--- config.mk ---
export PLATFORM = sky130hd
export DESIGN_NAME = multicycle_control_unit
export DESIGN_NICKNAME = d
export VERILOG_FILES = /design/src/rtl/multicycle_control_unit.sv
export SDC_FILE = /design/constraint.sdc
export NUM_CORES = 1
export LEC_CHECK = 0
export CAP_MARGIN = 20
export CELL_PAD_IN_SITES_DETAIL_PLACEMENT = 0
export CELL_PAD_IN_SITES_GLOBAL_PLACEMENT = 2
export CORE_MARGIN = 3
export CORE_UTILIZATION = 25
export CTS_BUF_LIST = sky130_fd_sc_hd__clkbuf_4 sky130_fd_sc_hd__clkbuf_8 sky130_fd_sc_hd__clkbuf_16
export CTS_CLUSTER_DIAMETER = 80
export DETAILED_ROUTE_END_ITERATION = 6
export PLACE_DENSITY_LB_ADDON = 0.1
export SLEW_MARGIN = 20
export SYNTH_ARGS = -nofsm -noshare
export SYNTH_HDL_FRONTEND = slang
export SYNTH_SLANG_ARGS = --single-unit
--- constraint.sdc ---
create_clock -name clk -period 1.8 [get_ports clk]
set_input_delay 0.36 -clock clk [delete_from_list [all_inputs] [get_ports clk]]
set_output_delay 0.36 -clock clk [all_outputs]
set_load 0.1 [all_outputs]
--- src/rtl/multicycle_control_unit.sv ---
// Multi-cycle MIPS control FSM with a mem_ready handshake and a sticky stall watchdog.
// Optional BNE decode is enabled by defining BNE_EN.
module multicycle_control_unit #(
  parameter int ALU_OP_W    = 2,
  parameter int STALL_LIMIT = 15,
  parameter int CNT_W       = 4
) (
  input  logic                clk,
  input  logic                arst_n,
  input  logic [5:0]          opcode,
  input  logic                mem_ready,
  output logic                pc_write,
  output logic                pc_write_cond,
  output logic [1:0]          pc_source,
  output logic                i_or_d,
  output logic                mem_read,
  output logic                mem_write,
  output logic                ir_write,
  output logic                mem_2_reg,
  output logic                reg_dst,
  output logic                reg_write,
  output logic                alu_src_a,
  output logic [1:0]          alu_src_b,
  output logic [ALU_OP_W-1:0] alu_op,
  output logic                instr_done,
  output logic                illegal_op,
  output logic                mem_timeout
`ifdef BNE_EN
  ,
  output logic                branch_ne
`endif
);

  localparam logic [5:0] OP_RTYPE = 6'h00;
  localparam logic [5:0] OP_ADDI  = 6'h08;
  localparam logic [5:0] OP_LW    = 6'h23;
  localparam logic [5:0] OP_SW    = 6'h2B;
  localparam logic [5:0] OP_BEQ   = 6'h04;
  localparam logic [5:0] OP_J     = 6'h02;
  localparam logic [5:0] OP_BNE   = 6'h05;

  localparam logic [ALU_OP_W-1:0] ALU_ADD = ALU_OP_W'(0);
  localparam logic [ALU_OP_W-1:0] ALU_SUB = ALU_OP_W'(1);
  localparam logic [ALU_OP_W-1:0] ALU_R   = ALU_OP_W'(2);

  localparam logic [CNT_W-1:0] LIMIT = CNT_W'(STALL_LIMIT);

  typedef enum logic [3:0] {
    S_IF, S_ID, S_MEM_ADDR, S_MEM_RD, S_MEM_WB, S_MEM_WR,
    S_R_EX, S_R_WB, S_BR, S_JMP, S_ADDI_EX, S_ADDI_WB, S_BNE
  } state_t;

  state_t           state, state_nxt;
  logic [CNT_W-1:0] stall_cnt, stall_cnt_nxt;
  logic             waiting;

  always_ff @(posedge clk or negedge arst_n) begin
    if (!arst_n) begin
      state       <= S_IF;
      stall_cnt   <= '0;
      mem_timeout <= 1'b0;
    end else begin
      state       <= state_nxt;
      stall_cnt   <= stall_cnt_nxt;
      mem_timeout <= mem_timeout | (stall_cnt_nxt == LIMIT);
    end
  end

  // Watchdog only observes the three handshake states; it never aborts the wait.
  assign waiting = (state == S_IF) || (state == S_MEM_RD) || (state == S_MEM_WR);

  always_comb begin
    stall_cnt_nxt = '0;
    if (waiting && !mem_ready)
      stall_cnt_nxt = (stall_cnt == LIMIT) ? stall_cnt : stall_cnt + 1'b1;
  end

  always_comb begin
    state_nxt     = state;
    pc_write      = 1'b0;
    pc_write_cond = 1'b0;
    pc_source     = 2'd0;
    i_or_d        = 1'b0;
    mem_read      = 1'b0;
    mem_write     = 1'b0;
    ir_write      = 1'b0;
    mem_2_reg     = 1'b0;
    reg_dst       = 1'b0;
    reg_write     = 1'b0;
    alu_src_a     = 1'b0;
    alu_src_b     = 2'd0;
    alu_op        = ALU_ADD;
    instr_done    = 1'b0;
    illegal_op    = 1'b0;
`ifdef BNE_EN
    branch_ne     = 1'b0;
`endif
    case (state)
      S_IF: begin
        mem_read  = 1'b1;
        alu_src_b = 2'd1;
        ir_write  = mem_ready;
        pc_write  = mem_ready;
        if (mem_ready) state_nxt = S_ID;
      end
      S_ID: begin
        alu_src_b = 2'd3;
        case (opcode)
          OP_RTYPE:      state_nxt = S_R_EX;
          OP_ADDI:       state_nxt = S_ADDI_EX;
          OP_LW, OP_SW:  state_nxt = S_MEM_ADDR;
          OP_BEQ:        state_nxt = S_BR;
          OP_J:          state_nxt = S_JMP;
`ifdef BNE_EN
          OP_BNE:        state_nxt = S_BNE;
`endif
          default: begin
            illegal_op = 1'b1;
            state_nxt  = S_IF;
          end
        endcase
      end
      S_MEM_ADDR: begin
        alu_src_a = 1'b1;
        alu_src_b = 2'd2;
        state_nxt = (opcode == OP_SW) ? S_MEM_WR : S_MEM_RD;
      end
      S_MEM_RD: begin
        mem_read = 1'b1;
        i_or_d   = 1'b1;
        if (mem_ready) state_nxt = S_MEM_WB;
      end
      S_MEM_WB: begin
        mem_2_reg  = 1'b1;
        reg_write  = 1'b1;
        instr_done = 1'b1;
        state_nxt  = S_IF;
      end
      S_MEM_WR: begin
        mem_write  = 1'b1;
        i_or_d     = 1'b1;
        instr_done = mem_ready;
        if (mem_ready) state_nxt = S_IF;
      end
      S_R_EX: begin
        alu_src_a = 1'b1;
        alu_op    = ALU_R;
        state_nxt = S_R_WB;
      end
      S_R_WB: begin
        reg_dst    = 1'b1;
        reg_write  = 1'b1;
        instr_done = 1'b1;
        state_nxt  = S_IF;
      end
      S_BR, S_BNE: begin
        alu_src_a     = 1'b1;
        alu_op        = ALU_SUB;
        pc_write_cond = 1'b1;
        pc_source     = 2'd1;
        instr_done    = 1'b1;
`ifdef BNE_EN
        branch_ne     = (state == S_BNE);
`endif
        state_nxt     = S_IF;
      end
      S_JMP: begin
        pc_write   = 1'b1;
        pc_source  = 2'd2;
        instr_done = 1'b1;
        state_nxt  = S_IF;
      end
      S_ADDI_EX: begin
        alu_src_a = 1'b1;
        alu_src_b = 2'd2;
        state_nxt = S_ADDI_WB;
      end
      S_ADDI_WB: begin
        reg_write  = 1'b1;
        instr_done = 1'b1;
        state_nxt  = S_IF;
      end
      default: state_nxt = S_IF;
    endcase
  end

endmodule

* After elaboration in Yosys (flattened, before gate mapping)
Cells that the tools add are included.
** Word-level totals
- Register bits after elaboration :: 9
- Bits of input ports :: 9
- Word-level logic and storage cells :: 67
** Cells by class
- Add/subtract/negate cells :: 1
- Equal/unequal tests :: 22
- Mux-type cells :: 24
- Bitwise operators :: 1
- Reductions and logical operators :: 16
** Operators by type and width (number)
- 4-bit equality test, second input constant :: 7
- 4-bit one-hot mux with 7 select lines :: 1
- 4-bit two-way mux :: 5
- 4-bit one-hot mux with 5 select lines :: 1
- 4-bit by 3-bit equality test with 1-bit output, second input constant :: 4
- 6-bit equality test, second input constant :: 2
- 6-bit OR reduction :: 2
- 1-bit two-way mux :: 11
- 2-bit OR reduction :: 5
- 4-bit by 2-bit equality test with 1-bit output, second input constant :: 2
- 2-bit one-hot mux with 2 select lines :: 2
- 6-bit by 2-bit equality test with 1-bit output, second input constant :: 1
- 6-bit by 3-bit equality test with 1-bit output, second input constant :: 1
- 6-bit by 4-bit equality test with 1-bit output, second input constant :: 1
- 6-bit logical NOT :: 1
- 2-bit != test, second input constant :: 3
- 2-bit one-hot mux with 3 select lines :: 1
- 5-bit OR reduction :: 1
- 4-bit by 1-bit adder with 4-bit output, second input constant :: 1
- 4-bit by 1-bit equality test with 1-bit output, second input constant :: 1
- 4-bit logical NOT :: 1
- 1-bit one-hot mux with 2 select lines :: 2
- 3-bit two-way mux :: 1
- 3-bit AND reduction :: 1
- other kinds (5) :: 6

* Depth between registers and ports, before layout
- Depth after elaboration :: 7
- Depth in mapped cells :: 5
- Mapped depth without buffers :: 5

* Worst setup path before layout
OpenSTA, ideal clock, no wires.
- Path type :: register to output
- Start :: register state[3]
- End :: output port reg_write
- Arrival time :: 3.766 ns
- Required time :: 1.440 ns
- Path slack :: -2.326 ns
- Stages on the path, launching flop included :: 6
- Cells stage by stage :: dfrtp_1 inv_1 clkbuf_8 nand2_1 nor3_1 o21bai_1
** Between the ends
- Cells in the longest elaborated chain, start to end :: 3
** Ends and longest elaborated chain
- start: declaration :: line 53 : state_t state, state_nxt;
- start signal: assignment :: line 63 : state <= state_nxt;
- 4-bit equality test / 4-bit by 3-bit equality test with 1-bit output (equally long branches) :: line 98 : case (state)
- 3-bit OR reduction (no line) (*)
- 1-bit two-way mux (*) :: line 98
- end: declaration :: line 21 : output logic reg_write,
Mark *: on every way between the ends. The rest lies on a longest branch, timed or not.

* Worst setup path in the final report
- Start :: register state[1]
- End :: output port alu_src_b[1]
** Between the ends
- Cells in the longest elaborated chain, start to end :: 3
** Ends and longest elaborated chain
- 4-bit equality test / 4-bit by 2-bit equality test with 1-bit output (equally long branches) :: line 98
- 2-bit OR reduction (no line)
- 2-bit one-hot mux with 3 select lines (*) :: line 98
- end: declaration :: line 23 : output logic [1:0] alu_src_b,
Marked as above.

==> flow_summary_export.csv <==
group,metric,value,unit
logic_synthesis,syn-num-nets,121,
floorplan,coreArea,0.003203,sq mm
route,vias,1040,
floorplan,core.rowCount,20,
worst_setup_path,max_stage_delay,0.44,ns
logic_synthesis,yosys_most_used_dff,"dfrtp_1",
place,pre_cts_ws,-0.3242,ns
worst_setup_path,critPathMaxFanout,6,
floorplan,die_area,0.004288,sq mm
logic_synthesis,yosysWarnings,0,
logic_synthesis,synth-edff-count,0,
global_routing,grt_use_total,0.1414,
timing,maxSlewHeadroom,0.7127,
timing,finalWorstSetupSlack,-0.01783,ns
layout,final_common_cell,"buf_4",
worst_setup_path,critPathRequiredTime,1.44,ns
route,viasPerCell,4.952,
worst_hold_path,hold_class,"input port to asynchronous set/reset pin",
timing,finalHoldViolCount,0,
worst_setup_path,path_class,"flip-flop to output port",
worst_setup_path,cp_top_family,"flip-flops",
route,drc,0,
layout,num_antenna_cells,0,
global_routing,grt_pass1_vias,1078,
clock_tree,clockBufferDepth,2,
status,outcome,"complete, but fails checks",
place,hpwl,2.037,mm
global_routing,grt_pass1_wl,4.795,mm
status,violations,"setup timing",
logic_synthesis,yosysUniqueCellTypes,41,
worst_setup_path,crit_buf_inv,1,
logic_synthesis,yosys.area.top_type,"dfrtp_1",
worst_setup_path,cp_slowest_cell,"dfrtp_2",
global_routing,grt_max_degree,14,
worst_setup_path,crit_path_end_kind,"output port",
timing,worst_pin_slew,0.4270,ns
route,routed_wl,2.707,mm
route,drtIter0Drc,27,
timing,skew,0.001793,ns
timing,fmax,550.1,MHz
place,port_buffers,27,
worst_setup_path,startpoint_type,"flip-flop",
logic_synthesis,avgSynthCellArea,7.969,sq um
clock_tree,worstSkewPairLatency,0.25,ns
timing,setup_violations,4,
layout,areaGrowthSynthToFinish,108.5,%
global_routing,grt_overflow,0,
clock_tree,clockRootBuffer,"clkbuf_4",
global_routing,antenna_found_initial,0,
logic_synthesis,yosys_register_bits,9,
worst_setup_path,cp.arrival,1.46,ns
timing,finalMaxSlewViolations,0,
timing,timing.setup.tns,-0.06020,ns
clock_tree,htree_levels,1,
timing,min_period,1.818,ns
clock_tree,tritoncts,"built",
route,wire_per_inst,12.89,microns
floorplan,pin_count,28,
logic_synthesis,synth_area_leaders,"dfrtp_1 (25%), clkbuf_8 (7.8%), nor3_1 (7.4%)",
worst_setup_path,cp_cell_sequence,"or2b_4 -> a21boi_4 -> nor2_4 -> buf_12",
layout,utilization,0.5758,
clock_tree,cts-buffers-inserted,3,
route,first_pass_iters,6,
layout,final_nets,177,
job,cap_violations,0,
logic_synthesis,synthCells,111,
clock_tree,clkTransAtPathRegs,0.06,ns
place,place_congestion,0.7957,
clock_tree,cts_sinks,9,
route,final_antenna_net_count,0,
layout,final_cell_mix,"buf_4 (27), buf_12 (20), nor2_1 (8)",
timing,rsz0062_at_grt,"true",
logic_synthesis,synthArstFlopShare,1.000,
floorplan,die_h,65.49,microns
floorplan,die_x,65.49,microns
logic_synthesis,synth_area,884.6,sq um
floorplan,start_util,0.2762,
logic_synthesis,yosysTopAreaCellShare,0.2546,
timing,fin_crit_sh,1.010,
layout,final_layout_size_suffix_gt1_frac,0.5904,
logic_synthesis,seq_area_frac_synth,0.2546,
## cells by family (layout without fill, tap and decap cells)
group,count (synthesis),count (layout),share of synthesized area
muxes,1,1,0.01132
adders and majority gates,2,2,0.02546
buffers and inverters,12,67,0.1117
xor gates and xnor gates,4,4,0.03961
and+or+nand+nor,56,56,0.3466
DFF,9,9,0.2546
AOI/OAI and AO/OA,27,27,0.2108
## path summary, 6_finish.rpt
| kind | slack [ns] | end | from | depth (start not counted) |
|---|---|---|---|---|
| setup / recovery | -0.02 | alu_src_b[1] | state[1]$_DFFE_PN0P_ | 4 |
| hold / removal | 0.40 | stall_cnt[0]$_DFF_PN0_ | arst_n | 1 |
| setup reg to reg | 0.09 | state[3]$_DFFE_PN0P_ | state[3]$_DFFE_PN0P_ | 5 |
| hold reg to reg | 0.54 | mem_timeout$_DFF_PN0_ | mem_timeout$_DFF_PN0_ | 1 |
| max in group asynchronous | 1.10 | state[2]$_DFFE_PN0P_ | arst_n | 1 |
| min in group clk | 0.54 | mem_timeout$_DFF_PN0_ | mem_timeout$_DFF_PN0_ | 1 |
## metal layers
metal | routed length, microns | vias up | part of all wire | global-route usage
li1 | - | 516 | - | -
met1 | 1153 | 490 | 0.43 | 0.1754
met2 | 1394 | 32 | 0.51 | 0.2478
met3 | 146 | 2 | 0.054 | 0.03419
met4 | 12 | 0 | 0.0044 | 0.02850
met5 | 0 | - | 0 | 0
## area by class of cell
class,instances,area [sq um]
clock buffer,4,30.03
fill,300,1359
inverter,2,10.01
timing repair buffer,61,739.5
multi-input combinational,90,779.5
sequential,9,230.2
tap,44,55.05
## registers in the layout (all words and copies together), names as in the netlist
signal,count
stall_cnt,4
state,4
mem_timeout,1
## Yosys cell counts, types with 2 or more instances
master,n
nor2_1,13
nor3_1,13
o21ai_0,10
dfrtp_1,9
clkbuf_8,5
nand2_1,5
nand2b_1,5
nand3_1,5
a21oi_1,3
a31oi_1,3
and3_1,3
nor3b_1,3
buf_2,2
clkbuf_1,2
inv_1,2
xnor2_1,2
xor2_1,2
## timing repair
action                                  CTS  global route
hold buffers                              0             0
endpoints found under the setup margin   12            14
gates resized for setup                  36             9
pin swaps                                 8             8
setup buffers                            10             3
## metrics by stage
stage / cells / area (sq um) / hold WS [ns]
after floorplan: 111 / 1059 / 0.06441
after global placement: 194 / 1644 / 0.5182
after detailed placement: 194 / 1644 / 0.5231
after CTS: 208 / 1802 / 0.4067
after global routing: 210 / 1844 / 0.4153
final: 210 / 1844 / 0.3987
Power is not shown: default switching activity piles up to over one toggle a cycle in this logic, so the estimate is an artifact.
